## config.mk

```make
export PLATFORM = sky130hd
export DESIGN_NAME = if_fetch_queue_flat
export DESIGN_NICKNAME = d
export VERILOG_FILES = /design/src/rtl/if_fetch_queue_if.sv /design/src/rtl/if_fetch_queue.sv /design/src/flat_wrapper.sv
export SDC_FILE = /design/constraint.sdc
export NUM_CORES = 1
export LEC_CHECK = 0
export ABC_AREA = 1
export BUFFER_PORTS_ARGS = -buffer_cell sky130_fd_sc_hd__buf_2
export CORE_MARGIN = 2
export CORE_UTILIZATION = 62
export CTS_CLUSTER_DIAMETER = 30
export CTS_CLUSTER_SIZE = 28
export DETAILED_ROUTE_END_ITERATION = 16
export PLACE_DENSITY_LB_ADDON = 0.08
export SLEW_MARGIN = 20
export SYNTH_ARGS = -nofsm -noshare
export SYNTH_HDL_FRONTEND = slang
export SYNTH_SLANG_ARGS = --single-unit
```

## constraint.sdc

```tcl
create_clock -name clk -period 15.1 [get_ports clk]
set_clock_uncertainty 0.15 [all_clocks]
set_input_delay 2.265 -clock clk [delete_from_list [all_inputs] [get_ports clk]]
set_output_delay 2.265 -clock clk [all_outputs]
set_load 0.01 [all_outputs]
```

## src/rtl/if_fetch_queue_if.sv

```systemverilog
`default_nettype none
// ============================================================================
//  Module   : if_fetch_queue_if
//  Purpose  : Bundles the instruction-memory read port and the IF/ID
//             valid/ready output channel of the fetch queue.
//  Revision : 1.0 - initial release
// ============================================================================
interface if_fetch_queue_if #(
    parameter int ASIZE = 16,
    parameter int ISIZE = 32
);
    // Instruction-memory read port
    logic             imem_req;
    logic [ASIZE-1:0] imem_addr;
    logic [ISIZE-1:0] imem_rdata;

    // IF/ID handshake channel
    logic             inst_valid;
    logic             inst_ready;
    logic [ISIZE-1:0] inst_out;
    logic [ASIZE-1:0] inst_pc;

    // Fetch-queue side
    modport master (
        output imem_req,
        output imem_addr,
        input  imem_rdata,
        output inst_valid,
        input  inst_ready,
        output inst_out,
        output inst_pc
    );

    // Memory / IF-ID side
    modport slave (
        input  imem_req,
        input  imem_addr,
        output imem_rdata,
        input  inst_valid,
        output inst_ready,
        input  inst_out,
        input  inst_pc
    );
endinterface
`default_nettype wire

```

## src/rtl/if_fetch_queue.sv

```systemverilog
`default_nettype none
// ============================================================================
//  Module   : if_fetch_queue
//  Purpose  : Instruction-fetch front end. Owns the PC, issues single-word
//             reads to instruction memory (data returns the next cycle) and
//             buffers the results in a DEPTH-entry FIFO that feeds the IF/ID
//             register over a valid/ready handshake. A redirect reloads the
//             PC and flushes both the FIFO and any in-flight read.
//  Revision : 1.0 - initial release
// ============================================================================
module if_fetch_queue #(
    parameter int               ASIZE    = 16,
    parameter int               ISIZE    = 32,
    parameter int               DEPTH    = 4,
    parameter logic [ASIZE-1:0] RESET_PC = '0
) (
    input  wire               clk,
    input  wire               rst,
    input  wire               fetch_en,
    input  wire               redirect_valid,
    input  wire [ASIZE-1:0]   redirect_pc,
    if_fetch_queue_if.master  bus
);

    // ------------------------------------------------------------------
    // Constants
    // ------------------------------------------------------------------
    localparam int c_PW = $clog2(DEPTH);   // FIFO pointer width
    localparam int c_CW = c_PW + 1;        // occupancy counter width (0..DEPTH)

    localparam logic [c_CW-1:0] c_DEPTH_CNT = c_CW'(DEPTH);
    localparam logic [c_CW:0]   c_DEPTH_OCC = (c_CW + 1)'(DEPTH);

    localparam logic [1:0] c_ST_BOOT = 2'd0;
    localparam logic [1:0] c_ST_RUN  = 2'd1;
    localparam logic [1:0] c_ST_HOLD = 2'd2;

    // ------------------------------------------------------------------
    // State
    // ------------------------------------------------------------------
    logic [1:0]       r_state;
    logic [ASIZE-1:0] r_pc;
    logic [ASIZE-1:0] r_req_pc;
    logic             r_inflight;
    logic [c_CW-1:0]  r_count;
    logic [c_PW-1:0]  r_rd_ptr;
    logic [c_PW-1:0]  r_wr_ptr;
    logic [ISIZE-1:0] r_mem_inst [DEPTH];
    logic [ASIZE-1:0] r_mem_pc   [DEPTH];

    // ------------------------------------------------------------------
    // Combinational control
    // ------------------------------------------------------------------
    logic [c_CW:0] w_occupancy;
    logic          w_req;
    logic          w_push;
    logic          w_valid;
    logic          w_pop;

    // Entries already queued plus the one still coming back from memory;
    // a new read is only issued if it is guaranteed a FIFO slot.
    assign w_occupancy = {1'b0, r_count} + {{c_CW{1'b0}}, r_inflight};

    assign w_req   = (r_state == c_ST_RUN) && !redirect_valid &&
                     (w_occupancy < c_DEPTH_OCC);

    // Read data is captured the cycle after the request unless a redirect
    // in that same cycle makes it stale.
    assign w_push  = r_inflight && !redirect_valid;

    // Redirect masks the output so the flushed head is never transferred.
    assign w_valid = (r_count != '0) && !redirect_valid;
    assign w_pop   = w_valid && bus.inst_ready;

    assign bus.imem_req   = w_req;
    assign bus.imem_addr  = r_pc;
    assign bus.inst_valid = w_valid;
    assign bus.inst_out   = r_mem_inst[r_rd_ptr];
    assign bus.inst_pc    = r_mem_pc[r_rd_ptr];

    // ------------------------------------------------------------------
    // Run-control FSM: one idle BOOT cycle, then RUN/HOLD per fetch_en.
    // Redirects deliberately leave the state untouched.
    // ------------------------------------------------------------------
    always_ff @(posedge clk) begin
        if (rst) begin
            r_state <= c_ST_BOOT;
        end else begin
            case (r_state)
                c_ST_BOOT: r_state <= c_ST_RUN;
                c_ST_RUN:  if (!fetch_en) r_state <= c_ST_HOLD;
                c_ST_HOLD: if (fetch_en)  r_state <= c_ST_RUN;
                default:   r_state <= c_ST_BOOT;
            endcase
        end
    end

    // PC advance and in-flight tracking; redirect reloads the PC and
    // forgets the outstanding read.
    always_ff @(posedge clk) begin
        if (rst) begin
            r_pc       <= RESET_PC;
            r_req_pc   <= '0;
            r_inflight <= 1'b0;
        end else if (redirect_valid) begin
            r_pc       <= redirect_pc;
            r_inflight <= 1'b0;
        end else begin
            r_inflight <= w_req;
            if (w_req) begin
                r_req_pc <= r_pc;
                r_pc     <= r_pc + ASIZE'(1);
            end
        end
    end

    // FIFO pointers and occupancy; redirect empties the queue.
    always_ff @(posedge clk) begin
        if (rst || redirect_valid) begin
            r_rd_ptr <= '0;
            r_wr_ptr <= '0;
            r_count  <= '0;
        end else begin
            if (w_push) r_wr_ptr <= r_wr_ptr + c_PW'(1);
            if (w_pop)  r_rd_ptr <= r_rd_ptr + c_PW'(1);
            case ({w_push, w_pop})
                2'b10:   r_count <= r_count + c_CW'(1);
                2'b01:   r_count <= r_count - c_CW'(1);
                default: r_count <= r_count;
            endcase
        end
    end

    // FIFO storage; cleared on reset so the head reads as zero afterwards.
    always_ff @(posedge clk) begin
        if (rst) begin
            for (int i = 0; i < DEPTH; i++) begin
                r_mem_inst[i] <= '0;
                r_mem_pc[i]   <= '0;
            end
        end else if (w_push) begin
            r_mem_inst[r_wr_ptr] <= bus.imem_rdata;
            r_mem_pc[r_wr_ptr]   <= r_req_pc;
        end
    end

    // ------------------------------------------------------------------
    // Invariants: credit scheme must keep the FIFO from overfilling.
    // ------------------------------------------------------------------
    a_count_bound : assert property (@(posedge clk) disable iff (rst)
        r_count <= c_DEPTH_CNT);

    a_no_push_full : assert property (@(posedge clk) disable iff (rst)
        !(w_push && (r_count == c_DEPTH_CNT)));

endmodule
`default_nettype wire

```

## src/flat_wrapper.sv

```systemverilog
// flat-port wrapper written by rule: the top's interface ports become plain ports
module if_fetch_queue_flat 
#(
    parameter int               ASIZE    = 16,
    parameter int               ISIZE    = 32,
    parameter int               DEPTH    = 4,
    parameter logic [ASIZE-1:0] RESET_PC = '0
)
  (clk, rst, fetch_en, redirect_valid, redirect_pc, bus_imem_req, bus_imem_addr, bus_imem_rdata, bus_inst_valid, bus_inst_ready, bus_inst_out, bus_inst_pc);
  if_fetch_queue_if #(.ASIZE(ASIZE), .ISIZE(ISIZE)) bus_i ();
  input  wire clk;
  input  wire rst;
  input  wire fetch_en;
  input  wire redirect_valid;
  input  wire [ASIZE-1:0] redirect_pc;
  output wire logic [$bits(bus_i.imem_req)-1:0] bus_imem_req;
  output wire logic [$bits(bus_i.imem_addr)-1:0] bus_imem_addr;
  input wire logic [$bits(bus_i.imem_rdata)-1:0] bus_imem_rdata;
  output wire logic [$bits(bus_i.inst_valid)-1:0] bus_inst_valid;
  input wire logic [$bits(bus_i.inst_ready)-1:0] bus_inst_ready;
  output wire logic [$bits(bus_i.inst_out)-1:0] bus_inst_out;
  output wire logic [$bits(bus_i.inst_pc)-1:0] bus_inst_pc;
  assign bus_imem_req = bus_i.imem_req;
  assign bus_imem_addr = bus_i.imem_addr;
  assign bus_i.imem_rdata = bus_imem_rdata;
  assign bus_inst_valid = bus_i.inst_valid;
  assign bus_i.inst_ready = bus_inst_ready;
  assign bus_inst_out = bus_i.inst_out;
  assign bus_inst_pc = bus_i.inst_pc;
  if_fetch_queue #(.ASIZE(ASIZE), .ISIZE(ISIZE), .DEPTH(DEPTH), .RESET_PC(RESET_PC)) u_core (.clk(clk), .rst(rst), .fetch_en(fetch_en), .redirect_valid(redirect_valid), .redirect_pc(redirect_pc), .bus(bus_i));
endmodule
```

-- After elaboration in Yosys (flattened, before gate mapping)
Memories as Yosys holds them, arrays and structs flattened. A register that Yosys moved wholly into a read port is not among the register bits.
Cells that the tools add are included.
- bits in registers: 42
- RAM bits: 192
- input bits: 53
- output and inout port bits: 66
- logic and storage cells: 60
- memories kept: 2
- $add $sub $neg: 6
- $lt $le $gt $ge: 1
- equal/unequal tests: 6
- mux-type cells: 21
- bitwise logic cells: 1
- reductions and logical operators: 16
- memories (memory ; depth ; bits a word ; rd ports ; clocked after Yosys merged registers in ; wr ports ; RTL line ; RTL):
    u_core.r_mem_inst ; 4 ; 32 ; 1 ; 1 ; 4 ; if_fetch_queue.sv:48 ; logic [ISIZE-1:0] r_mem_inst [DEPTH];
    u_core.r_mem_pc ; 4 ; 16 ; 1 ; 1 ; 4 ; if_fetch_queue.sv:49 ; logic [ASIZE-1:0] r_mem_pc [DEPTH];
- operators by type and width (kind ; number):
    $mux 16 ; 3
    $mux 32 ; 1
    $reduce_or 32->1 ; 1
    $add 16x1->16 const B ; 1
    $mux 2 ; 8
    $reduce_or 16->1 ; 1
    $mux 1 ; 7
    $pmux 2 s3 ; 1
    $pmux 3 s2 ; 1
    $logic_and 1x1->1 ; 5
    $add 2x1->2 const B ; 2
    $add 3x1->4 ; 1
    $eq 2x1->1 const B ; 2
    $eq 2x2->1 const B ; 2
    $lt 4x3->1 const B ; 1
    $ne 2x2->1 const B ; 2
    $reduce_and 2->1 ; 2
    $reduce_bool 2->1 ; 2
    $add 3x1->3 const B ; 1
    $reduce_bool 3->1 ; 1
    $sub 3x1->3 const B ; 1
    $logic_not 2->1 ; 1
    $reduce_or 2->1 ; 1
    $logic_not 1->1 ; 1
    other kinds (2) ; 2

-- Logic depth before layout (Yosys ltp)
- depth in word-level cells: 7
- mapped depth: 11
- depth with buffers taken out: 11

-- Worst setup path after synthesis
Ideal clock, no wire load.
- path type: input to register
- start point: in redirect_valid
- end point: mem u_core.r_mem_inst[3][0] (enable)
- library setup time: 0.525 ns
- data arrival time: 6.183 ns
- data required time: 14.425 ns
- slack: 8.242 ns
- cell stages on the path: 4
- path buffers: 1
- cell sequence: buf_4 -> nor2_1 -> inv_1 -> o31ai_1
- RTL lines (element ; RTL line ; RTL):
    start, declared ; flat_wrapper.sv:14 ; input wire redirect_valid;
    end, declared ; if_fetch_queue.sv:48 ;

-- Worst setup path in the final report
- start point: in redirect_valid
- end point: out bus_imem_req
- longest elaborated chain between the ends: 3
- RTL lines (element ; RTL line ; RTL):
    $logic_not 1->1 ; if_fetch_queue.sv:64 ; assign w_req = (r_state == c_ST_RUN) && !redirect_valid &&
    $logic_and 1x1->1 (2 in a row) ; if_fetch_queue.sv:64 ;
    end, declared ; flat_wrapper.sv:16 ; output wire logic [$bits(bus_i.imem_req)-1:0] bus_imem_req;
Every way passes these cells.

==> results.md <==
* Vias in the first global route at about 7700
* Sequential area share after synthesis at between 60 and 70%
* Leading area contributor after synthesis: edfxtp_1
* Syn_nets at ~1100
* Worst-Margin Slew at about 1.1 ns
* DR iter-0 viols at 630
* Avg Inst Size Synth at around 9.9 µm²
* Setup TNS at 0 ns
* Crit end category: output port
* Ports at approximately 120
* Chip height at 134 µm
* RSZ-0062 raised after global routing: no
* DR vias at a little under 8000
* F_max at approximately 160 MHz
* Pleak at about 5 nW
* Initial Util at between 60% and 70%
* Antenna Nets Post-Route at 0
* Final hold vios at 0
* Layer with the highest usage: met2
* Final Wtd Congestion at 0.867
* Placed instance count at roughly 1300
* GRT Residual Overflow at 0
* Num Clock Sinks at about 240
* CTS HTree Levels at 2
* Ys Warns at 0
* Nets at 1213
* CTS Root Cell: clkbuf_16
* Longest Clk Path Bufs at 3
* Grt met3 use at roughly 4.9%
* Largest net degree at the start of global routing at between 90 and 100
* Commonest non-fill, non-tap cell in the layout: nor2_1
* Hpwl dp at about 13000 µm
* Worst endpoint required time at approximately 13 ns
* Final hold slack at 0.309 ns
* Met2 Use GR at a little under half
* Core area at 16500 µm²
* Worst Path Max Fanout at 43
* Mapped Cells at 1047
* PwrDens at 142 nW/µm²
* Share of the synthesized area in the top cell type at around 55%
* CTS resizes at 0
* Worst EP arrival at 3.94 ns
* Drt drc at 0
* Vias/cell at 5.61
* Period minus WS final at approximately 6.4 ns
* Number of hold buffers added after cts at 0
* Slew headroom at about a quarter
* Global-route wire length before repair at between 30000 and 40000 µm
* Seq cells post-synth at around 240
* CP Launch Type: input port
* Num rows at 47
* ANT cells at 0
* Die area at approximately 18000 µm²
* GRT Overall Usage at 27.9%
* Clock transition at path regs at around 0.050 ns
* CTS tree: yes
* Non-filler cells, final at 1408
* Max IR drop VDD at approximately 0.00014 V
* Status: finished, final reports clean
* Share of cells above drive strength 1 at between 20 and 25%
* Final Max Slew Viols at 0
* Synthesized area at roughly 10000 µm²
* Final Setup Violations at 0
* Clock latency on the worst-skew pair at between 0.5 and 0.6 ns
* Antenna violations before repair at 0
* Hold Crit Class: reg -> reg
* Synth cell types at 31
* Final worst path period share at a little over two fifths
* Width of the die at around 130 µm
* Post-detailed-routing wire length at 24400 µm
* Cts bufs inserted at 40
* Max-cap viol count at 0
* Setup CP Type: in -> out
* Most frequent cells in the layout: nor2_1 (261), edfxtp_1 (192), o21ai_0 (119), buf_2 (118), inv_1 (96)
* Post-CTS setup buffer count at 0
* Drt first pass iters at 5
* Number of I/O port buffers at roughly 120
* Avg WL per Cell at about 17 µm
* Met1 Usage GRT at between 30% and 40%
* Power, Total at 1.78 mW
* P&R area growth vs syn at 20.5%
* Largest cells by area after synthesis: edfxtp_1 (55%), nor2_1 (9.4%), dfxtp_1 (8.5%), o21ai_0 (5.7%), inv_1 (3.5%)
cell type report:
cell class | count | area, µm²
clock buffer | 44 | 1040
clock inverter | 29 | 402
fill | 1138 | 3930
inverter | 102 | 384
multi-input combinational | 647 | 3110
sequential | 236 | 6650
tap | 220 | 275
timing repair buffer | 130 | 681
path summary, 6_finish.rpt:
path / end / depth (start not counted) / from / slack (ns)
max: bus_imem_req / 5 / redirect_valid / 8.74
min: flip-flop / 2 / u_core.r_rd_ptr[0] / 0.31
max reg2reg: u_core.r_mem_inst[2][28] / 7 / u_core.r_inflight / 12.73
min reg2reg: flip-flop / 2 / u_core.r_rd_ptr[0] / 0.31
sequential cells by signal, summed over array words and instances (netlist names), 2 cells and up, named ones only:
signal and cells:
u_core.r_wr_ptr 2, u_core.r_state 2, u_core.r_rd_ptr 2, u_core.r_mem_pc 64
u_core.r_count 3, u_core.r_req_pc 16, u_core.r_mem_inst 128, u_core.bus.imem_addr 16
worst max-delay path: stages:
cell	delay [ns]
buf_2	0.36
nor2_1	0.10
nand3_2	0.51
clkinv_1	0.45
buf_2	0.25
power breakdown:
group | leakage (nW) | switching, mW | internal (mW)
clock | 0.692 | 0.313 | 0.652
sequential | 2.35 | 0.0112 | 0.728
combinational | 1.97 | 0.0561 | 0.0235
total | 5.01 | 0.380 | 1.40
through the flow:
step           utilization (%)  worst slack, ns  area, µm²
2_1_floorplan                -             8.24      10400
3_3_place_gp              67.4             8.84      11100
3_5_place_dp              67.4             8.76      11100
4_1_cts                   76.1             8.75      12500
5_1_grt                   76.1             8.57      12500
6_report                  76.1             8.74      12500
synth_stat cells, drive strengths merged:
master,count
nor2,282
edfxtp,192
o21ai,124
inv,100
nand2,75
o22ai,48
dfxtp,44
nor3,39
clkbuf,35
a21oi,31
buf,27
nand3,26
nand4,6
xor2,5
a211oi,2
a31oi,2
clkinv,2
ha,2
o211ai,2
a22oi,1
fa,1
o31ai,1
per-layer routing:
layer  up-vias  part of all wire [%]
met4         0                   2.2
met2       336                    49
met1      3725                    42
met5         -                     0
li1       3793                     -
met3        45                   7.1
logic make-up after synthesis:
family,after synthesis,synth area share [%]
flops,236,63.9
compound gates,211,10.9
simple gates,428,17.9
fa+ha+maj,3,0.433
buf+inv,164,6.46
xor+xnor,5,0.421
Power figures use the tool's default switching activity.
